**src/rtl/nec_prefetch_queue.sv**
```systemverilog
// Instruction prefetch queue for the NEC V-series core: fetches words ahead of the pre-decoder.
// Define NEC_PREFETCH_BYPASS_EN to forward ack data straight into an empty window.
module nec_prefetch_queue #(
  parameter int QUEUE_BYTES = 8
) (
  input  logic        clk,
  input  logic        reset_n,
  input  logic        flush,
  input  logic [15:0] flush_ip,
  output logic        fetch_req,
  output logic [15:0] fetch_addr,
  input  logic        fetch_ack,
  input  logic [15:0] fetch_data,
  output logic [47:0] window,
  output logic [3:0]  valid_bytes,
  output logic [15:0] ip,
  input  logic        consume,
  input  logic [3:0]  consume_size
);
  localparam int PW = $clog2(QUEUE_BYTES);
  localparam int CW = PW + 1;

  typedef enum logic [1:0] {IDLE, REQ, DISCARD} state_t;
  state_t state, state_next;

  logic [7:0]    mem [QUEUE_BYTES];
  logic [PW-1:0] rd, wr;
  logic [CW-1:0] count, count_next, free_now, free_next;
  logic [15:0]   fetch_ip, fetch_ip_next, ip_next;
  logic          started;
  logic          accept;
  logic          load_addr;
  logic [1:0]    pushed;
  logic [3:0]    consumed;

  // An odd fetch_ip keeps only the odd byte of the returned word.
  assign accept        = (state == REQ) && fetch_ack && !flush;
  assign pushed        = accept ? (fetch_ip[0] ? 2'd1 : 2'd2) : 2'd0;
  assign consumed      = (consume && consume_size != 4'd0 && consume_size <= valid_bytes)
                         ? consume_size : 4'd0;
  assign count_next    = count + CW'(pushed) - CW'(consumed);
  assign free_now      = CW'(QUEUE_BYTES) - count;
  assign free_next     = CW'(QUEUE_BYTES) - count_next;
  assign fetch_ip_next = fetch_ip + {14'd0, pushed};
  assign ip_next       = ip + {12'd0, consumed};
  assign fetch_req     = (state != IDLE);

  always_comb begin
    state_next = state;
    load_addr  = 1'b0;
    case (state)
      IDLE: begin
        if (!flush && started && free_now >= CW'(2)) begin
          state_next = REQ;
          load_addr  = 1'b1;
        end
      end
      REQ: begin
        // A posted request is never withdrawn; a flush must wait out its ack.
        if (flush) begin
          state_next = fetch_ack ? IDLE : DISCARD;
        end else if (fetch_ack) begin
          if (free_next >= CW'(2)) begin
            state_next = REQ;
            load_addr  = 1'b1;
          end else begin
            state_next = IDLE;
          end
        end
      end
      DISCARD: begin
        if (fetch_ack) state_next = IDLE;
      end
      default: state_next = IDLE;
    endcase
  end

  always_ff @(posedge clk or negedge reset_n) begin
    if (!reset_n) begin
      state      <= IDLE;
      started    <= 1'b0;
      rd         <= '0;
      wr         <= '0;
      count      <= '0;
      fetch_ip   <= '0;
      ip         <= '0;
      fetch_addr <= '0;
    end else begin
      state   <= state_next;
      started <= 1'b1;
      if (load_addr) fetch_addr <= {fetch_ip_next[15:1], 1'b0};
      if (flush) begin
        rd       <= '0;
        wr       <= '0;
        count    <= '0;
        fetch_ip <= flush_ip;
        ip       <= flush_ip;
      end else begin
        rd       <= rd + PW'(consumed);
        wr       <= wr + PW'(pushed);
        count    <= count_next;
        fetch_ip <= fetch_ip_next;
        ip       <= ip_next;
      end
    end
  end

  always_ff @(posedge clk) begin
    if (accept) begin
      if (fetch_ip[0]) begin
        mem[wr] <= fetch_data[15:8];
      end else begin
        mem[wr]          <= fetch_data[7:0];
        mem[wr + PW'(1)] <= fetch_data[15:8];
      end
    end
  end

  always_comb begin
    window = '0;
    for (int i = 0; i < 6; i++) begin
      if (CW'(i) < count) window[8*i +: 8] = mem[rd + PW'(i)];
    end
`ifdef NEC_PREFETCH_BYPASS_EN
    if (count == '0 && accept) begin
      window[7:0] = fetch_ip[0] ? fetch_data[15:8] : fetch_data[7:0];
      if (!fetch_ip[0]) window[15:8] = fetch_data[15:8];
    end
`endif
  end

  always_comb begin
    valid_bytes = (count >= CW'(6)) ? 4'd6 : 4'(count);
`ifdef NEC_PREFETCH_BYPASS_EN
    if (count == '0 && accept) valid_bytes = {2'b00, pushed};
`endif
  end
endmodule

```
**config.mk**
```make
export PLATFORM = sky130hd
export DESIGN_NAME = nec_prefetch_queue
export DESIGN_NICKNAME = d
export VERILOG_FILES = /design/src/rtl/nec_prefetch_queue.sv
export SDC_FILE = /design/constraint.sdc
export NUM_CORES = 1
export LEC_CHECK = 0
export ABC_AREA = 0
export CAP_MARGIN = 20
export CORE_MARGIN = 2
export CORE_UTILIZATION = 50
export DETAILED_ROUTE_END_ITERATION = 16
export GPL_ROUTABILITY_DRIVEN = 0
export GPL_TIMING_DRIVEN = 0
export PLACE_DENSITY = 0.77
export SETUP_SLACK_MARGIN = 0.5
export SKIP_CTS_REPAIR_TIMING = 1
export SYNTH_ARGS = -nofsm -noshare
export SYNTH_HDL_FRONTEND = slang
export SYNTH_SLANG_ARGS = --single-unit
```
**constraint.sdc**
```tcl
create_clock -name clk -period 4.2 [get_ports clk]
set_input_delay 0.84 -clock clk [delete_from_list [all_inputs] [get_ports clk]]
set_output_delay 0.84 -clock clk [all_outputs]
set_load 0.02 [all_outputs]
```
==> run summary, run 1 <==
status = finished with violations
failing checks = negative setup slack
Worst Path Arrival = 4800 ps
Max stage delay on crit path = 460 ps
leakage = 4.69 nW
clock tree buffer depth = 2
htree depth = 4
total clock sinks = 124
Combinational Power Share = 55.7%
total track usage = 25.9%
Final Cell Area = 11400 µm²
switch share = 37.1%
largest cells by area after synthesis = edfxtp_1, dfrtp_1, mux4_2, mux2_2, nand2_1
path depth of the worst reg2reg path = 20
final wirelength = 24.0 mm
largest net degree at the start of global routing = 32
synthesis-to-layout area growth = 30.7%
synthesis-stage register bit count = 124
critical path class = register to register
DR pass1 iterations = 5
CP Launch Point = count[3]$_DFF_PN0_
Psw = 2.51 mW
CP endpoint kind = register
Synth Flop Type = edfxtp_1
grt ovf = 0
Die X = 136 µm
Maximum Capacitance Violations = 0
fill count = 1256
I/O Pins = 126
placed cell area = 10300 µm²
Antenna Violating Nets Remaining = 0
Worst Path Max Fanout = 7
first-pass GRT wire length = 36.6 mm
Final min period = 4500 ps
RR Startpoint = count[3]$_DFF_PN0_
die height = 136 µm
Slew headroom = 25.0%
Worst Hold Class = input port to asynchronous set/reset pin
Initial Util = 50.8%
Post-synth EDFFs = 64
reg2reg setup slack = -300 ps
hpwl dp = 17.5 mm
Post-Syn Instances = 763
Worst-Margin Slew = 1130 ps
DR vias = 7048
initial antenna violation count = 0
Async SR Flop Fraction = 48.4%
multi-input combinational cell area = 5240 µm²
Starting DRT DRC Count = 931
Startpoint Class = register
Reg power frac = 23.5%
vias in the first global route = 6736
Post-Syn Area = 8760 µm²
CP Data Required Time = 4510 ps
RSZ-0062 raised after global routing = true
fmax = 0.222 GHz
register area = 3430 µm²
syn_area_per_cell = 11.5 µm²
diode count = 0
Worst-Skew Late Latency = 420 ps
internal power = 4.27 mW
Via density = 5.98
CP bufs+invs = 7
max-slew violations = 0
Synth area leader = edfxtp_1
CTS tree = done
clk root buf = clkbuf_16
Reg-to-Reg End = fetch_addr[2]$_DFFE_PN0P_
most frequent CP cell = inv_2
Reg clk slew, reported paths = 60 ps
share of layout cells above drive strength 1 = 30.7%
CORE AREA = 17200 µm²
delay-heaviest family, CP = adder cells
sequential area share after synthesis = 39.1%
worst setup path end = fetch_addr[2]$_DFFE_PN0P_
routed len/inst = 20.3 µm
Clk pwr share = 20.8%
port bufs = 115
Row Count = 48
CTS Buf Count = 17
hold slack final = 475 ps
number of failing hold endpoints at the final stage = 0
PD cells = 593 nW/µm²
Final period util = 107%
crit path cell chain = buf_6, or2_4, inv_2, ha_4, nor2b_4, o211a_1, o21ai_2, nand3_2, inv_2, fa_1, inv_2, fa_2, inv_2, and3_4, xnor3_1, xor2_2, a21oi_4, buf_12, clkbuf_16, mux2_4
setup violators final = 15
slowest CP cell = fa_2
DRC viols = 0
die area = 18600 µm²
Ys Warns = 0
Netlist cell types = 56
Max rail drop VDD = 0.353 mV
Yosys top cell area share = 21.9%
Nets = 1011
Final WS setup = -298 ps
critical path depth = 20
clk_skew = 11.2 ps
-- logic make-up (layout without fill, tap and decap cells) --
kind of cell               Yosys count  in the layout  synth area share, %
AOI/OAI and AO/OA                   91             91                 6.19
xor gates and xnor gates            43             43                 4.54
adders and majority gates           30             30                 4.80
buffers and inverters               73            261                 3.63
DFF                                124            124                 39.1
muxes                              170            170                 30.0
other                                2              4               0.0858
and+or+nand+nor                    230            230                 11.6
-- layout make-up --
| type | instances | area share [%] |
|---|---|---|
| inverter | 26 | 0.984 |
| sequential | 124 | 29.9 |
| clock buffer | 23 | 4.56 |
| tap | 225 | 2.46 |
| timing repair buffer | 156 | 13.3 |
| multi-input combinational | 568 | 45.7 |
| buffer | 47 | 2.60 |
| clock inverter | 9 | 0.459 |
-- power groups by stage --
| stage | Combinational, mW | Sequential [mW] | Clock, mW |
|---|---|---|---|
| after global routing | 4.04 | 1.62 | 1.47 |
| after detailed placement | 3.30 | 1.61 | 0 |
| after floorplan | 2.11 | 1.70 | 0 |
| after CTS | 3.33 | 1.60 | 1.41 |
| after global placement | 3.25 | 1.61 | 0 |
| final | 3.78 | 1.59 | 1.41 |
-- placed cells by master, fill, tap and decap left out, drive strengths merged, types with 3 or more instances in the layout --
cell type / n
o21bai: 3
dfrtp: 60
clkdlybuf4s50: 86
nand3: 13
nor2: 82
nand2b: 6
dlymetal6s2s: 20
fa: 6
nor2b: 7
a21oi: 62
o21ai: 10
xnor2: 26
mux4: 64
mux2: 73
edfxtp: 64
nor3: 3
a21o: 3
or2: 4
ha: 24
and3: 7
clkbuf: 49
xor2: 16
o31ai: 3
inv: 27
clkinv: 6
nand2: 94
mux2i: 33
nand4: 5
conb: 4
buf: 71
-- flip-flops by register name, summed over array words and instances, names as in the netlist --
register    flops
started         1
mem            64
fetch_ip       16
ip             16
wr              3
fetch_addr     15
state           2
rd              3
count           4
-- worst register-to-register path, stage by stage (launching register included) --
cell and delay [ps]:
dfrtp_1 370, buf_6 140, or2_4 250, inv_2 60, ha_4 190, nor2b_4 120, o211a_1 240, o21ai_2 190
nand3_2 120, inv_2 120, fa_1 420, inv_2 90, fa_2 460, inv_2 90, and3_4 170, xnor3_1 410
xor2_2 180, a21oi_4 180, buf_12 140, clkbuf_16 160, mux2_4 300
-- layer usage --
metal | share of wire (%) | global-route usage (%) | wire length, µm | vias to the layer above
li1 | - | - | - | 3130
met1 | 41 | 35.3 | 9740 | 3412
met2 | 47 | 41.2 | 11300 | 449
met3 | 10 | 6.79 | 2400 | 57
met4 | 2.1 | 7.06 | 503 | 0
met5 | 0 | 0 | 0 | -
-- Yosys cell counts (7+ instances only) --
master,number
nor2_1,80
dfrtp_1,60
clkbuf_1,17
inv_1,22
o21ai_0,10
nand3_1,13
nand2_1,94
xnor2_1,25
mux2_2,63
edfxtp_1,64
buf_2,14
nor2b_1,7
a21oi_1,60
mux2i_1,33
and3_1,7
xor2_1,16
buf_1,11
mux4_2,64
ha_1,24
mux2_4,10
-- metrics by stage --
stage          cells  utilization [%]  TNS, ps  worst slack (ps)  total power, mW
2_1_floorplan    765                -     -134             -13.4             3.81
6_report        1178             66.4    -4120              -298             6.78
4_1_cts         1141             63.1   -26220              -977             6.33
5_1_grt         1178             66.4    -6640              -459             7.13
3_3_place_gp    1105             59.6   -22910              -988             4.86
3_5_place_dp    1109             59.7   -23190              -990             4.91
-- worst min-delay path by stage --
stage,from,endpoint,slack [ps]
2_1_floorplan,state[1]$_DFFE_PN0P_,state[0]$_DFFE_PN0P_,450
3_3_place_gp,state[1]$_DFFE_PN0P_,state[0]$_DFFE_PN0P_,480
3_5_place_dp,state[1]$_DFFE_PN0P_,state[0]$_DFFE_PN0P_,480
4_1_cts,reset_n,fetch_addr[13]$_DFFE_PN0P_,490
5_1_grt,reset_n,fetch_addr[13]$_DFFE_PN0P_,520
6_report,reset_n,fetch_addr[13]$_DFFE_PN0P_,470
No activity file was read; power rests on OpenSTA's default activity.
==> run 2: changes to the inputs <==
- CAP_MARGIN: 20 -> 0
==> run 2 against run 1 <==
- the run still ends with negative setup slack left
- setup slack worse by 49 ps
- clock power down 4%
- maximum frequency down 1.1%
- global-route usage down 0.095 points
- clock skew up 1.7 ps
- critical path type unchanged
- largest cell class unchanged
- largest power group unchanged
==> run summary, run 2 (synthesized netlist as in run 1, its figures left out) <==
status = finished with violations
failing checks = negative setup slack
critical path class = register to register
Max rail drop VDD = 0.347 mV
Final period util = 108%
fmax = 0.220 GHz
clock tree buffer depth = 2
Worst Hold Class = input port to asynchronous set/reset pin
die height = 136 µm
switch share = 37.4%
Via density = 5.98
Clk pwr share = 20.1%
max-slew violations = 0
CP Launch Point = count[3]$_DFF_PN0_
Final min period = 4550 ps
htree depth = 4
DR pass1 iterations = 8
Layout Utilization = 66.2%
RR Startpoint = count[3]$_DFF_PN0_
Worst Path Arrival = 4840 ps
Antenna Violating Nets Remaining = 0
Nets = 1003
hpwl dp = 17.5 mm
Largest register FFs = 64
DRC viols = 0
first-pass GRT wire length = 36.5 mm
port bufs = 115
RSZ-0062 raised after global routing = true
clk root buf = clkbuf_16
final wirelength = 24.1 mm
die area = 18600 µm²
Slew headroom = 8.33%
Worst-Skew Late Latency = 420 ps
CTS tree = done
Initial Util = 50.8%
pre-CTS setup slack = -986 ps
synthesis-to-layout area growth = 30.3%
CP Data Required Time = 4500 ps
Worst-Margin Slew = 1360 ps
commonest non-fill, non-tap cell in the layout = nand2_1
Largest regs = mem: 64 flops, fetch_ip: 16 flops, ip: 16 flops
Worst Path Max Fanout = 8
Overall Power = 6.74 mW
CP endpoint kind = register
Row Count = 48
CORE AREA = 17200 µm²
Reg power frac = 23.6%
Starting DRT DRC Count = 778
Reg clk slew, reported paths = 60 ps
Final WS setup = -346 ps
initial antenna violation count = 0
Combinational Power Share = 56.3%
clk_skew = 12.9 ps
total track usage = 25.8%
DR vias = 6992
hold slack final = 478 ps
Top reg by flops = mem
number of failing hold endpoints at the final stage = 0
total clock sinks = 124
Startpoint Class = register
leakage = 4.70 nW
vias in the first global route = 6718
largest net degree at the start of global routing = 32
setup violators final = 15
routed len/inst = 20.6 µm
I/O Pins = 126
Die X = 136 µm
most frequent cells in the layout = nand2_1, clkdlybuf4s50_1, nor2_1, mux4_2, edfxtp_1
share of layout cells above drive strength 1 = 29.6%
Psw = 2.52 mW
grt ovf = 0
CTS Buf Count = 17
internal power = 4.22 mW
PD cells = 591 nW/µm²
diode count = 0
Maximum Capacitance Violations = 0
==> run 2: metrics by stage <==
stage | TNS, ps | area, µm² | std cells
final | -4930 | 11400 | 1170
after global routing | -7220 | 11400 | 1170
after CTS | -26690 | 10800 | 1139
after detailed placement | -23460 | 10300 | 1107
after global placement | -22910 | 10300 | 1105
after floorplan | -134 | 8830 | 765
==> run 2: power groups by stage <==
| stage | Combinational, mW | Clock, mW | Sequential (mW) |
|---|---|---|---|
| after floorplan | 2.11 | 0 | 1.70 |
| after global placement | 3.25 | 0 | 1.61 |
| after detailed placement | 3.30 | 0 | 1.61 |
| after CTS | 3.32 | 1.36 | 1.60 |
| after global routing | 4.05 | 1.41 | 1.61 |
| final | 3.80 | 1.35 | 1.59 |
==> run 2: worst max-delay path, stage by stage, from the launching register on <==
cell,delay [ps]
dfrtp_1,370
buf_6,140
or2_4,250
inv_2,60
ha_4,190
nor2b_4,110
o211a_1,230
o21ai_2,180
nand3_2,130
inv_2,120
fa_1,410
inv_2,100
fa_2,470
inv_2,80
and3_4,170
xnor3_1,410
xor2_2,190
a21oi_4,200
buf_12,150
clkbuf_16,150
mux2_4,290
==> run 2: layout make-up <==
cell class                      instances  area (µm²)
Sequential cell                       124        3430
Buffer                                 47         307
Clock inverter                         11        62.6
Timing Repair Buffer                  148        1510
Tap cell                              225         282
Inverter                               26         113
Fill cell                            1249        5830
Multi-Input combinational cell        568        5230
Clock buffer                           21         483
==> run 2: final timing paths <==
check                                             endpoint  slack, ps  cells after the start
worst min register to register        state[0]$_DFFE_PN0P_        500                      1
min in group clk                      state[0]$_DFFE_PN0P_        500                      1
max in group asynchronous               count[1]$_DFF_PN0_       3110                      2
worst max-delay path             fetch_addr[7]$_DFFE_PN0P_       -350                     20
worst min-delay path            fetch_addr[13]$_DFFE_PN0P_        480                      1
worst max register to register   fetch_addr[7]$_DFFE_PN0P_       -350                     20
==> run 2: layer usage <==
metal  vias up  GRT usage [%]  wire (µm)
met2       472           40.7      11200
met3        66           7.05       2600
li1       3118              -          -
met4         0           7.99        522
met1      3336           34.9       9690
met5         -              0          0
